[src/rtl/alu_pkg.sv]
// Shared opcode constants, FSM state encodings and opcode-validity decode
// for alu_ctrl and its ALU datapath.
package alu_pkg;

  localparam int unsigned OP_W = 6;

  localparam logic [OP_W-1:0] OP_ADD = 6'b100000;
  localparam logic [OP_W-1:0] OP_SUB = 6'b100010;
  localparam logic [OP_W-1:0] OP_AND = 6'b100100;
  localparam logic [OP_W-1:0] OP_OR  = 6'b100101;
  localparam logic [OP_W-1:0] OP_XOR = 6'b100110;
  localparam logic [OP_W-1:0] OP_NOR = 6'b100111;
  localparam logic [OP_W-1:0] OP_SRA = 6'b000011;
  localparam logic [OP_W-1:0] OP_SRL = 6'b000010;

  typedef logic [2:0] state_t;

  localparam state_t S_A    = 3'd0;
  localparam state_t S_B    = 3'd1;
  localparam state_t S_OP   = 3'd2;
  localparam state_t S_EXEC = 3'd3;
  localparam state_t S_SEND = 3'd4;

  function automatic logic op_is_valid(input logic [OP_W-1:0] op);
    case (op)
      OP_ADD, OP_SUB, OP_AND, OP_OR,
      OP_XOR, OP_NOR, OP_SRA, OP_SRL: op_is_valid = 1'b1;
      default:                        op_is_valid = 1'b0;
    endcase
  endfunction

endpackage

[src/rtl/alu.sv]
// Combinational ALU: modulo-2^NB_DATA arithmetic/logic/shift on A and B.
// Shifts move A by B bit positions; unsupported opcodes yield zero.
module alu
  import alu_pkg::*;
#(
  parameter int unsigned NB_DATA = 8,
  parameter int unsigned NB_OP   = 6
) (
  input  logic [NB_DATA-1:0] i_a,
  input  logic [NB_DATA-1:0] i_b,
  input  logic [NB_OP-1:0]   i_op,
  output logic [NB_DATA-1:0] o_result
);

  logic [OP_W-1:0] op;
  assign op = OP_W'(i_op);

  always_comb begin
    o_result = '0;
    case (op)
      OP_ADD: o_result = i_a + i_b;
      OP_SUB: o_result = i_a - i_b;
      OP_AND: o_result = i_a & i_b;
      OP_OR:  o_result = i_a | i_b;
      OP_XOR: o_result = i_a ^ i_b;
      OP_NOR: o_result = ~(i_a | i_b);
      OP_SRA: o_result = NB_DATA'($signed(i_a) >>> i_b);
      OP_SRL: o_result = i_a >> i_b;
      default: o_result = '0;
    endcase
  end

endmodule

[src/rtl/alu_ctrl.sv]
// Byte-serial ALU controller: collects A, B, opcode, executes, holds result
// until accepted. Define ALU_CTRL_OPCHECK_EN to reject unsupported opcodes.
module alu_ctrl
  import alu_pkg::*;
#(
  parameter int unsigned NB_DATA = 8,
  parameter int unsigned NB_OP   = 6
) (
  input  logic               i_clk,
  input  logic               i_reset,
  input  logic [NB_DATA-1:0] i_rx_data,
  input  logic               i_rx_valid,
  output logic [NB_DATA-1:0] o_tx_data,
  output logic               o_tx_valid,
  input  logic               i_tx_ready,
  output logic               o_busy,
  output logic               o_error,
  output logic [7:0]         o_drop_cnt
);

  state_t             state_q, state_d;
  logic [NB_DATA-1:0] a_q, a_d;
  logic [NB_DATA-1:0] b_q, b_d;
  logic [NB_OP-1:0]   op_q, op_d;
  logic [NB_DATA-1:0] tx_data_q, tx_data_d;
  logic               tx_valid_q, tx_valid_d;
  logic [7:0]         drop_cnt_q, drop_cnt_d;
  logic [NB_DATA-1:0] alu_result;

`ifdef ALU_CTRL_OPCHECK_EN
  logic error_q, error_d;
  logic op_byte_ok;

  // Whole byte must decode: any set bit above the opcode field is a reject.
  assign op_byte_ok = op_is_valid(OP_W'(i_rx_data[NB_OP-1:0])) &&
                      ((i_rx_data >> NB_OP) == '0);
`endif

  alu #(
    .NB_DATA(NB_DATA),
    .NB_OP  (NB_OP)
  ) u_alu (
    .i_a     (a_q),
    .i_b     (b_q),
    .i_op    (op_q),
    .o_result(alu_result)
  );

  always_comb begin
    state_d    = state_q;
    a_d        = a_q;
    b_d        = b_q;
    op_d       = op_q;
    tx_data_d  = tx_data_q;
    tx_valid_d = tx_valid_q;
    drop_cnt_d = drop_cnt_q;
`ifdef ALU_CTRL_OPCHECK_EN
    error_d    = error_q;
`endif

    if (i_rx_valid && (state_q == S_EXEC || state_q == S_SEND) && drop_cnt_q != '1)
      drop_cnt_d = drop_cnt_q + 8'd1;

    case (state_q)
      S_A: if (i_rx_valid) begin
        a_d     = i_rx_data;
        state_d = S_B;
`ifdef ALU_CTRL_OPCHECK_EN
        error_d = 1'b0;
`endif
      end
      S_B: if (i_rx_valid) begin
        b_d     = i_rx_data;
        state_d = S_OP;
      end
      S_OP: if (i_rx_valid) begin
        op_d = i_rx_data[NB_OP-1:0];
`ifdef ALU_CTRL_OPCHECK_EN
        if (op_byte_ok) begin
          state_d = S_EXEC;
        end else begin
          error_d = 1'b1;
          state_d = S_A;
        end
`else
        state_d = S_EXEC;
`endif
      end
      S_EXEC: begin
        tx_data_d  = alu_result;
        tx_valid_d = 1'b1;
        state_d    = S_SEND;
      end
      S_SEND: if (i_tx_ready) begin
        tx_valid_d = 1'b0;
        state_d    = S_A;
      end
      default: state_d = S_A;
    endcase
  end

  always_ff @(posedge i_clk) begin
    if (i_reset) begin
      state_q    <= S_A;
      a_q        <= '0;
      b_q        <= '0;
      op_q       <= '0;
      tx_data_q  <= '0;
      tx_valid_q <= 1'b0;
      drop_cnt_q <= '0;
`ifdef ALU_CTRL_OPCHECK_EN
      error_q    <= 1'b0;
`endif
    end else begin
      state_q    <= state_d;
      a_q        <= a_d;
      b_q        <= b_d;
      op_q       <= op_d;
      tx_data_q  <= tx_data_d;
      tx_valid_q <= tx_valid_d;
      drop_cnt_q <= drop_cnt_d;
`ifdef ALU_CTRL_OPCHECK_EN
      error_q    <= error_d;
`endif
    end
  end

  assign o_tx_data  = tx_data_q;
  assign o_tx_valid = tx_valid_q;
  assign o_busy     = (state_q == S_EXEC) || (state_q == S_SEND);
  assign o_drop_cnt = drop_cnt_q;
`ifdef ALU_CTRL_OPCHECK_EN
  assign o_error    = error_q;
`else
  assign o_error    = 1'b0;
`endif

endmodule

[config.mk]
export PLATFORM = sky130hd
export DESIGN_NAME = alu_ctrl
export DESIGN_NICKNAME = d
export VERILOG_FILES = /design/src/rtl/alu_pkg.sv /design/src/rtl/alu.sv /design/src/rtl/alu_ctrl.sv
export SDC_FILE = /design/constraint.sdc
export NUM_CORES = 1
export LEC_CHECK = 0
export CORE_MARGIN = 5
export CORE_UTILIZATION = 56
export DETAILED_ROUTE_END_ITERATION = 10
export HOLD_SLACK_MARGIN = 0.02
export PLACE_DENSITY = 0.76
export SLEW_MARGIN = 15
export SYNTH_ARGS = -nofsm -noshare
export SYNTH_HDL_FRONTEND = slang
export SYNTH_SLANG_ARGS = --single-unit
[constraint.sdc]
create_clock -name i_clk -period 8.64 [get_ports i_clk]
set_clock_uncertainty 0.15 [all_clocks]
set_input_delay 1.296 -clock i_clk [delete_from_list [all_inputs] [get_ports i_clk]]
set_output_delay 1.296 -clock i_clk [all_outputs]
set_load 0.005 [all_outputs]
== Word-level counts from Yosys, hierarchy flattened ==
Cells that the tools add are included.
Storage, ports and cells
  ROM bits: 0
  RAM bits: 0
  latch bits: 0
  memories: 0
  output and inout bits: 19
  logic and storage cells: 51
  register bits: 42
  input port bits: 12
Cells by class
  multipliers: 0
  reductions and logical operators: 10
  order comparisons: 0
  bitwise operators: 4
  add/subtract/negate cells: 3
  div/mod/pow operators: 0
  equality and inequality tests: 17
  shift operators: 2
  muxes and demuxes: 8
Operators with widths (count)
  case mux 8 bit (8 select lines): 1
  equality test 6 bit, second input constant: 6
  case mux 3 bit (5 select lines): 1
  equality test 6 x 2 -> 1 bit, second input constant: 2
  two-way mux 3 bit: 4
  adder 8 x 1 -> 8 bit, second input constant: 1
  adder 8 bit: 1
  bitwise AND 8 bit: 1
  inequality test 2 bit, second input constant: 4
  inequality test 8 bit, second input constant: 1
  inverter 8 bit: 1
  bitwise OR 8 bit: 1
  AND reduction 2 bit: 4
  right shift 8 x 8 -> 8 bit: 1
  >>> shifter 8 x 8 -> 8 bit: 1
  subtractor 8 bit: 1
  XOR 8 bit: 1
  equality test 3 x 2 -> 1 bit, second input constant: 2
  AND reduction 4 bit: 1
  equality test 3 x 1 -> 1 bit, second input constant: 1
  equality test 3 bit, second input constant: 1
  zero test 3 bit: 1
  logical AND 1 bit: 2
  case mux 1 bit (2 select lines): 1
  other kinds (3): 3

== Logic depth before layout (Yosys ltp) ==
Gate-level depths: netlist of the first run.
  depth after elaboration: 4
  depth in mapped cells: 14
  depth with buffers taken out: 11

== Modules after synthesis ==
From an unflattened synthesis of the first run, not the netlist that was laid out.
Second synthesis, totals
  cell total of the unflattened synthesis: 408
  area total of the unflattened synthesis: 3220.6 sq um
Modules (own cells, without submodules)
  alu_ctrl: sequential area each 840.8 sq um, cells each 193, times used 1, area each 1671.6 sq um
  alu: sequential area each 0.0 sq um, cells each 215, times used 1, area each 1549.0 sq um

== Worst setup path after synthesis of the first run ==
OpenSTA, ideal clock, no wires.
  path type: reg-to-reg
  start point: register b_q[1]
  end point: register tx_data_q[6] (netlist: o_tx_data[6])
  arrival: 2.734 ns
  setup time: 0.115 ns
  data required time: 8.375 ns
  setup slack: 5.641 ns
  period minus slack after synthesis: 2.999 ns
  path buffers: 3
  stages on the path, launching flop included: 14
  cell sequence: dfxtp_1 -> clkbuf_1 -> buf_2 -> buf_2 -> inv_1 -> ha_1 -> mux2i_1 -> fa_1 -> a211oi_1 -> o21bai_1 -> a21oi_1 -> xor2_1 -> o221ai_1 -> and3_1
On the way
  word-level cells in the longest chain between the ends: 2
  elaborated cells between the ends (all ways): 5
  classes of those cells: 2 x add/sub; 2 x shift; 1 x mux
Ends and longest elaborated chain
  start, declared: line alu_ctrl.sv:23  | logic [NB_DATA-1:0] b_q, b_d;
  start signal, assigned: line alu_ctrl.sv:106  | b_q <= '0;
  start signal, assigned: line alu_ctrl.sv:117  | b_q <= b_d;
  subtractor 8 bit, or another cell as far along: line alu.sv:22  | OP_SUB: o_result = i_a - i_b;
  case mux 8 bit (8 select lines) (*): line alu.sv:20  | case (op)
  end signal, assigned: line alu_ctrl.sv:119  | tx_data_q <= tx_data_d;
  end, declared: line alu_ctrl.sv:25  | logic [NB_DATA-1:0] tx_data_q, tx_data_d;
Mark *: on every way between the ends. The rest lies on a longest branch, timed or not.
A chain may end at the register's enable or synchronous reset.

== Worst setup path after layout of the first run ==
  start point: register state_q[0]
  end point: output o_busy
On the way
  word-level cells in the longest chain between the ends: 2
  elaborated cells between the ends (all ways): 3
  classes of those cells: 2 x eq/ne; 1 x reduce/logical
Ends and longest elaborated chain
  start, declared: line alu_ctrl.sv:21  | state_t state_q, state_d;
  start signal, assigned: line alu_ctrl.sv:115  | state_q <= state_d;
  equality test 3 x 2 -> 1 bit or equality test 3 bit (tied branches): line alu_ctrl.sv:130  | assign o_busy = (state_q == S_EXEC) || (state_q == S_SEND);
  logical OR 1 bit (*): line alu_ctrl.sv:130
  end, declared: line alu_ctrl.sv:16  | output logic o_busy,
Marked as above.

==> reports/qor.yml, run 1 <==
floorplanning:
  fp-row-count: 28
  die_area_sq_mm: 0.00753
  start_util_pct: 56.8
  coreArea_sq_mm: 0.00582
  io_pins: 31
  die_height_um: 86.8
  dieWidth_um: 86.8
clock_network:
  cts_root_buf: "clkbuf_8"
  cts_sinks: 42
  cts_resized: 0
  cts.clk_slew.worst_paths_ns: 0.08
  cts_buffer_depth: 2
  cts_max_level: 2
  numCtsBuffers: 5
  cts-hold-fix-buffers: 0
  clk_latency_ns: 0.30
  cts_tree: "done"
  cts_setup_buffers: 0
layout:
  fill_cells: 548
  final_cell_mix: "nand2_1 (70), dfxtp_1 (42), nor2_1 (35)"
  multiInputGateArea_sq_mm: 0.00227
  area_delta_synth_final_pct: 11.4
  antennaDiodeCount: 0
  seq_area_sq_um: 841
  nets: 476
  final_common_cell: "nand2_1"
  final_layout_size_suffix_gt1_share_pct: 5.92
grt:
  grt_busiest_layer: "met2"
  grt_pass1_vias: 2954
  met1_usage_pct: 35.5
  grt_start_max_net_pins: 42
  grt_util_met2_pct: 39.8
  grt_pass1_wl_um: 15100
  antenna_found_initial: 0
  grt_overflow: 0
  use_met3_pct: 4.18
  grtUsageTotal_pct: 25.9
sta:
  post-route-min-period_ns: 3.58
  finalHoldViolations: 0
  setup_viol: 0
  relSlewSlack_pct: 31.0
  post-route-period-util_pct: 41.4
  finalSetupTns_ns: 0
  tightest_slew_ns: 1.03
  max_freq_mhz: 280
  maxSlewViolCount: 0
  rsz0062_at_grt: "false"
drt:
  drtIter0Drc: 316
  num_vias: 3146
  routed_wl_um: 9250
  firstDrtPassIters: 5
  viasPerCell: 6.12
  wire_per_inst_um: 18.0
  ant_nets: 0
  drc: 0
synthesis:
  yosysSeqAreaShare_pct: 25.5
  yosys.area.top_type: "dfxtp_1"
  synth_nets: 463
  synth_xor_area_share_pct: 7.39
  ys_types: 63
  ys_warn_count: 0
  synth_top_family_by_area: "simple AND/OR/NAND/NOR gates"
  muxShareOfSynthArea_pct: 7.16
  syn_inst: 425
  synth.top_cell.area_share_pct: 25.5
  synthArstFlopShare_pct: 0
  synth_edf_count: 0
  syn_area_sq_mm: 0.00330
  synth-seq-cells: 42
  synthSimpleGateAreaFrac_pct: 23.7
  synth_compound_area_share_pct: 20.2
  synth_ff_type: "dfxtp_1"
  synth_area_leaders: "dfxtp_1 (25%), ha_1 (9.5%), nand2_1 (8.0%), mux2i_1 (5.5%), xnor2_1 (5.3%)"
  synthAdderAreaFrac_pct: 10.1
  synth.avg_cell_area_sq_um: 7.77
power_and_ir_drop:
  p_comb_share_pct: 27.2
  p_int_uw: 314
  power_leakage_nw: 1.30
  ir_drop_uv: 114
  p_sw_share_pct: 34.0
  finalPower_uw: 476
  p_clk_share_pct: 27.4
  pwr-share-seq_pct: 45.4
  power.density_mw_per_mm2: 129
  p_switching_uw: 162
critical_path:
  path_delay_family: "simple AND/OR/NAND/NOR gates"
  cp-start-kind: "register"
  critical_path_buf_inv_count: 1
  critPathArrivalTime_ns: 2.13
  required_ns: 7.19
  startpoint: "state_q[0]"
  endpoint: "o_busy"
  critical_path.max_fanout: 15
  reg2reg_from: "op_q[1]"
  crit_type: "reg2out"
  reg2reg_slack_ns: 5.24
  critPathSlowestCell: "nand3b_1"
  critPathCaptureType: "output port"
  rr_endpoint: "o_tx_data[6]"
  cpPeakStageDelay_ns: 0.57
  cp.depth: 3
  path_cells: "nand3b_1 -> nand2_1 -> clkdlybuf4s50_1"
  r2r_cells: 10
outcome:
  outcome: "finished, final reports clean"
placement:
  hpwl_um: 6900
  port_buffers: 29
  gp_congestion: 0.939
worst_hold_path:
  hp-class: "reg2reg"
  min-delay-start: "o_tx_data[2]"
flow_run:
  cap_violations: 0
## area by class of cell
cell class                      count  area share, %
Clock buffer                        6           1.97
Clock inverter                      2          0.374
Inverter                           23           2.35
Multi-Input combinational cell    335           61.6
Tap cell                           75           2.55
Sequential cell                    42           22.8
Timing Repair Buffer               31           8.30
## cell families after synthesis
family | count (synthesis)
xor gates and xnor gates | 27
DFF | 42
other | 1
buffers and inverters | 48
adders and majority gates | 26
muxes | 22
and+or+nand+nor | 161
AOI/OAI and AO/OA | 98
## worst min-delay path by stage
| stage | slack, ns | cells past startpoint | end |
|---|---|---|---|
| final | 0.30 | 2 | o_tx_data[2] |
| after global placement | 0.29 | 2 | o_tx_data[2] |
| after floorplan | 0.30 | 2 | o_tx_data[2] |
| after detailed placement | 0.30 | 2 | o_tx_data[2] |
| after CTS | 0.30 | 2 | o_tx_data[2] |
| after global routing | 0.35 | 2 | o_tx_data[2] |
## routing by layer
metal  part of all wire, %  wire, um
met4                   3.1       287
met2                    46      4210
met5                     0         0
met1                    46      4210
met3                   5.9       544
## metrics by stage
stage	cells	util, %	area (sq um)	worst slack (ns)	hold slack, ns
after detailed placement	506	61.8	3590	5.32	0.297
after CTS	514	63.3	3680	5.08	0.304
after global routing	514	63.3	3680	4.94	0.352
after floorplan	425	-	3300	5.64	0.298
after global placement	506	61.8	3590	5.39	0.291
final	514	63.3	3680	5.06	0.302
## flip-flops by register name, summed over array words and instances (netlist names)
| register | cells |
|---|---|
| b_q | 8 |
| o_drop_cnt | 8 |
| state_q | 3 |
| a_q | 8 |
| o_tx_data | 8 |
| o_tx_valid | 1 |
| op_q | 6 |
## worst min-delay path, cell delays in order (launching register included)
cell and delay, ns:
dfxtp_1 0.31, nand2_1 0.05, a21oi_1 0.05
## synthesized netlist by cell type, drive strengths merged (4+ instances only)
| cell type | instances |
|---|---|
| o2111ai | 4 |
| a21oi | 34 |
| xnor2 | 21 |
| o211ai | 4 |
| buf | 10 |
| xor2 | 6 |
| nand3 | 7 |
| inv | 23 |
| o221ai | 5 |
| ha | 25 |
| nor2b | 6 |
| nand2b | 5 |
| dfxtp | 42 |
| mux2i | 18 |
| a221oi | 6 |
| a211oi | 4 |
| clkbuf | 15 |
| a31oi | 6 |
| o21ai | 14 |
| nor2 | 36 |
| nor3 | 12 |
| nand2 | 70 |
## power groups by stage
stage               sequential [mW]  clock, mW  combinational, mW
global route                  0.217      0.143              0.146
CTS                           0.215      0.132              0.128
detailed placement            0.220          0              0.128
finish                        0.216      0.131              0.130
global placement              0.220          0              0.126
floorplan                     0.210          0              0.105
(Power assumes the default switching activity.)
==> run 2, diff against run 1 <==
clock period = 3.4 ns   (was 8.64 ns; I/O delays follow)
==> run 2 against run 1 <==
Against the previous run: die area unchanged; sequential power up 150%; total power grew to 2.6 times the previous value; first-iteration DRC count shrank 10%; setup slack got worse by 4.6 ns; sequential share of layout area fell by 0.55 points; sequential cell count unchanged; register-to-register slack got worse by 4.8 ns; critical path type is now reg2reg; highest routed layer unchanged.
==> reports/qor.yml, run 2 (same netlist as run 1, synthesis figures left out) <==
outcome:
  outcome: "finished, final reports clean"
clock_network:
  cts_max_level: 2
  clk_latency_ns: 0.30
  cts_resized: 0
  cts-hold-fix-buffers: 0
  numCtsBuffers: 5
  cts_root_buf: "clkbuf_8"
  cts_sinks: 42
  cts.clk_slew.worst_paths_ns: 0.09
  cts_setup_buffers: 0
  cts_tree: "done"
  cts_buffer_depth: 2
power_and_ir_drop:
  p_comb_share_pct: 28.2
  p_clk_share_pct: 28.4
  p_int_uw: 825
  power_leakage_nw: 1.35
  power.density_mw_per_mm2: 328
  pwr-share-seq_pct: 43.4
  p_sw_share_pct: 33.3
  ir_drop_uv: 313
  p_switching_uw: 411
critical_path:
  crit_type: "reg2reg"
  reg2reg_slack_ns: 0.44
  reg2reg_from: "op_q[3]"
  cp-start-kind: "register"
  r2r_cells: 10
  critPathCaptureType: "register"
  critical_path.max_fanout: 7
  required_ns: 3.46
  critPathArrivalTime_ns: 3.02
  startpoint: "op_q[3]"
placement:
  port_buffers: 29
  hpwl_um: 6850
  dpl_cell_area_sq_mm: 0.00368
  gp_congestion: 1.01
sta:
  rsz0062_at_grt: "false"
  relSlewSlack_pct: 56.0
  max_freq_mhz: 338
  post-route-min-period_ns: 2.96
  tightest_slew_ns: 0.655
  maxSlewViolCount: 0
  finalSetupTns_ns: 0
  finalHoldViolations: 0
  setup_viol: 0
  post-route-period-util_pct: 87.1
layout:
  antennaDiodeCount: 0
  final_cell_mix: "nand2_1 (70), dfxtp_1 (42), nor2_1 (35)"
  final_layout_size_suffix_gt1_share_pct: 8.44
  final_common_cell: "nand2_1"
  design_area_sq_mm: 0.00377
  area_delta_synth_final_pct: 14.2
  nets: 487
  fill_cells: 539
flow_run:
  cap_violations: 0
worst_hold_path:
  hp-class: "reg2reg"
  min-delay-start: "o_tx_data[2]"
  hold_depth: 2
grt:
  grtUsageTotal_pct: 25.1
  antenna_found_initial: 0
  grt_start_max_net_pins: 36
  grt_pass1_vias: 3112
  grt_overflow: 0
  grt_pass1_wl_um: 14800
floorplanning:
  start_util_pct: 56.8
  fp-row-count: 28
  die_area_sq_mm: 0.00753
  io_pins: 31
  die_height_um: 86.8
  dieWidth_um: 86.8
  coreArea_sq_mm: 0.00582
drt:
  num_vias: 3210
  ant_nets: 0
  drc: 0
  viasPerCell: 6.11
  routed_wl_um: 8990
  wire_per_inst_um: 17.1
  firstDrtPassIters: 5
  drtIter0Drc: 284
## run 2: changes by cell type in the layout (fill, tap and decap cells not counted)
cell / previous run / this run
clkinvlp_4: 0 / 1
clkbuf_8: 5 / 6
buf_4: 2 / 13
clkbuf_1: 1 / 0
clkinv_4: 1 / 0
## run 2: path summary, 6_finish.rpt
path                  end
max          o_tx_data[6]
min reg2reg  o_tx_data[2]
max reg2reg  o_tx_data[6]
min          o_tx_data[2]
## run 2: per-stage QoR
step                power, mW  setup slack (ns)  hold slack (ns)  utilization, %  cells
global placement        0.885             0.500            0.292            63.2    517
detailed placement      0.889             0.441            0.303            63.2    517
CTS                      1.23             0.433            0.318            64.8    525
floorplan               0.801             0.401            0.298               -    425
finish                   1.24             0.437            0.311            64.8    525
global route             1.31             0.183            0.360            64.8    525
## run 2: worst max-delay path, stage by stage, from the launching register on
cell and delay, ns:
dfxtp_1 0.35, or4b_4 0.55, nor2_4 0.19, mux2i_1 0.15
fa_1 0.47, a211oi_1 0.24, o21bai_1 0.10, a21oi_1 0.18
xor2_1 0.16, o221ai_1 0.13, and3_1 0.20
## run 2: cell type report
cell class                      count  area (sq um)  area share, %
Sequential cell                    42           841           22.3
Clock buffer                        6          82.6           2.19
Multi-Input combinational cell    335          2270           60.1
Tap cell                           75          93.8           2.49
Timing Repair Buffer               42           388           10.3
Inverter                           23          86.3           2.29
Clock inverter                      2          12.5          0.332
## run 2: power by group through the flow
stage               logic [mW]  registers, mW  clock network [mW]
CTS                      0.344          0.536               0.353
global placement         0.337          0.547                   0
finish                   0.348          0.537               0.351
detailed placement       0.342          0.548                   0
global route             0.384          0.541               0.381
floorplan                0.268          0.533                   0
## run 2: layer usage
layer  global-route usage [%]  up-vias  routed length (um)
met1                     32.9     1475                3860
met5                        0        -                   0
li1                         -     1546                   -
met4                     12.7        0                 313
met3                     4.09       29                 686
met2                     39.6      160                4130
==> run 3, diff against run 2 <==
clock period = 3.14 ns   (was 3.4 ns; I/O delays follow)
==> run 3 against run 2 <==
Against the previous run: critical path depth is 1 higher; final area grew 0.36%; highest routed layer unchanged; via count down 2.0%; clock-buffer cell count grew 1; hold slack about the same; critical path type unchanged; fmax is essentially flat; register-to-register slack lost 0.26 ns; combinational power is 8.6% higher.
==> reports/qor.yml, run 3 (same netlist as run 1, synthesis figures left out) <==
outcome:
  outcome: "finished, final reports clean"
drt:
  num_vias: 3146
  routed_wl_um: 8950
  viasPerCell: 5.98
  wire_per_inst_um: 17.0
  firstDrtPassIters: 5
  drc: 0
  drtIter0Drc: 261
  ant_nets: 0
sta:
  post-route-period-util_pct: 94.3
  max_freq_mhz: 338
  relSlewSlack_pct: 47.0
  maxSlewViolCount: 0
  tightest_slew_ns: 0.788
  setup_viol: 0
  finalHoldViolations: 0
  post-route-min-period_ns: 2.96
  finalSetupTns_ns: 0
  rsz0062_at_grt: "false"
floorplanning:
  io_pins: 31
  die_height_um: 86.8
  die_area_sq_mm: 0.00753
  fp-row-count: 28
  coreArea_sq_mm: 0.00582
  start_util_pct: 56.8
  dieWidth_um: 86.8
placement:
  port_buffers: 29
  gp_congestion: 1.00
  hpwl_um: 6830
critical_path:
  required_ns: 3.19
  reg2reg_from: "op_q[5]"
  cp-start-kind: "register"
  r2r_cells: 11
  startpoint: "op_q[5]"
  rr_endpoint: "o_tx_data[6]"
  critPathArrivalTime_ns: 3.01
  endpoint: "o_tx_data[6]"
  reg2reg_slack_ns: 0.18
  critPathCaptureType: "register"
  critical_path.max_fanout: 7
  crit_type: "reg2reg"
power_and_ir_drop:
  ir_drop_uv: 294
  power_leakage_nw: 1.36
  power.density_mw_per_mm2: 352
  finalPower_mw: 1.33
grt:
  grt_pass1_vias: 3064
  grt_overflow: 0
  grt_pass1_wl_um: 14800
  antenna_found_initial: 0
  grtUsageTotal_pct: 25.1
  grt_start_max_net_pins: 36
layout:
  finish.utilization_pct: 65.1
  final_layout_size_suffix_gt1_share_pct: 8.87
  antennaDiodeCount: 0
  nets: 488
  final_common_cell: "nand2_1"
  area_delta_synth_final_pct: 14.6
  final_cell_mix: "nand2_1 (70), dfxtp_1 (42), nor2_1 (35)"
clock_network:
  cts_sinks: 42
  cts_buffer_depth: 2
  cts_setup_buffers: 0
  cts_tree: "done"
  cts_resized: 0
  cts-hold-fix-buffers: 0
  cts_root_buf: "clkbuf_8"
  cts.clk_slew.worst_paths_ns: 0.08
  clk_latency_ns: 0.30
  cts_max_level: 2
  numCtsBuffers: 5
flow_run:
  cap_violations: 0
worst_hold_path:
  hp-class: "reg2reg"
## run 3: how the worst min path moves through the flow
stage | slack [ns] | endpoint | cells after the start | startpoint
after floorplan | 0.30 | o_tx_data[2] | 2 | o_tx_data[2]
after detailed placement | 0.30 | o_tx_data[2] | 2 | o_tx_data[2]
after global routing | 0.34 | o_tx_data[2] | 2 | o_tx_data[2]
after CTS | 0.31 | o_tx_data[2] | 2 | o_tx_data[2]
after global placement | 0.29 | o_tx_data[2] | 2 | o_tx_data[2]
final | 0.31 | o_tx_data[2] | 2 | o_tx_data[2]
## run 3: per-stage QoR
step	hold WS, ns	instances	worst slack (ns)	instance area (sq um)
global placement	0.293	518	0.251	3680
CTS	0.313	526	0.158	3770
detailed placement	0.298	518	0.171	3680
global route	0.339	526	0.00653	3780
finish	0.311	526	0.179	3780
floorplan	0.298	425	0.141	3300
## run 3: final cells by class
cell class / instances / area (sq um)
sequential: 42 / 841
clock inverter: 1 / 5.00
inverter: 23 / 86.3
tap: 75 / 93.8
multi-input combinational: 335 / 2280
clock buffer: 7 / 86.3
timing repair buffer: 43 / 395
fill: 543 / 2030
## run 3: routing by layer
metal  GRT usage, %  up-vias  share of wire (%)
met5              0        -                  0
met4           12.3        0                3.5
met3           4.37       29                7.3
met2           38.7      137                 45
met1           33.6     1437                 44
li1               -     1543                  -
## run 3: worst max-delay path, stage by stage (launching register included)
cell and delay (ns):
dfxtp_1 0.39, or4b_4 0.51, nor2_4 0.20, nor2_1 0.09, xnor2_1 0.13, ha_1 0.35, a211oi_1 0.26, o21bai_1 0.10
a21oi_1 0.17, xor2_1 0.17, o221ai_1 0.13, and3_1 0.20
## run 3: report_power, final
part	internal (mW)	switching [mW]
logic	0.169	0.208
clock network	0.178	0.193
registers	0.549	0.0362
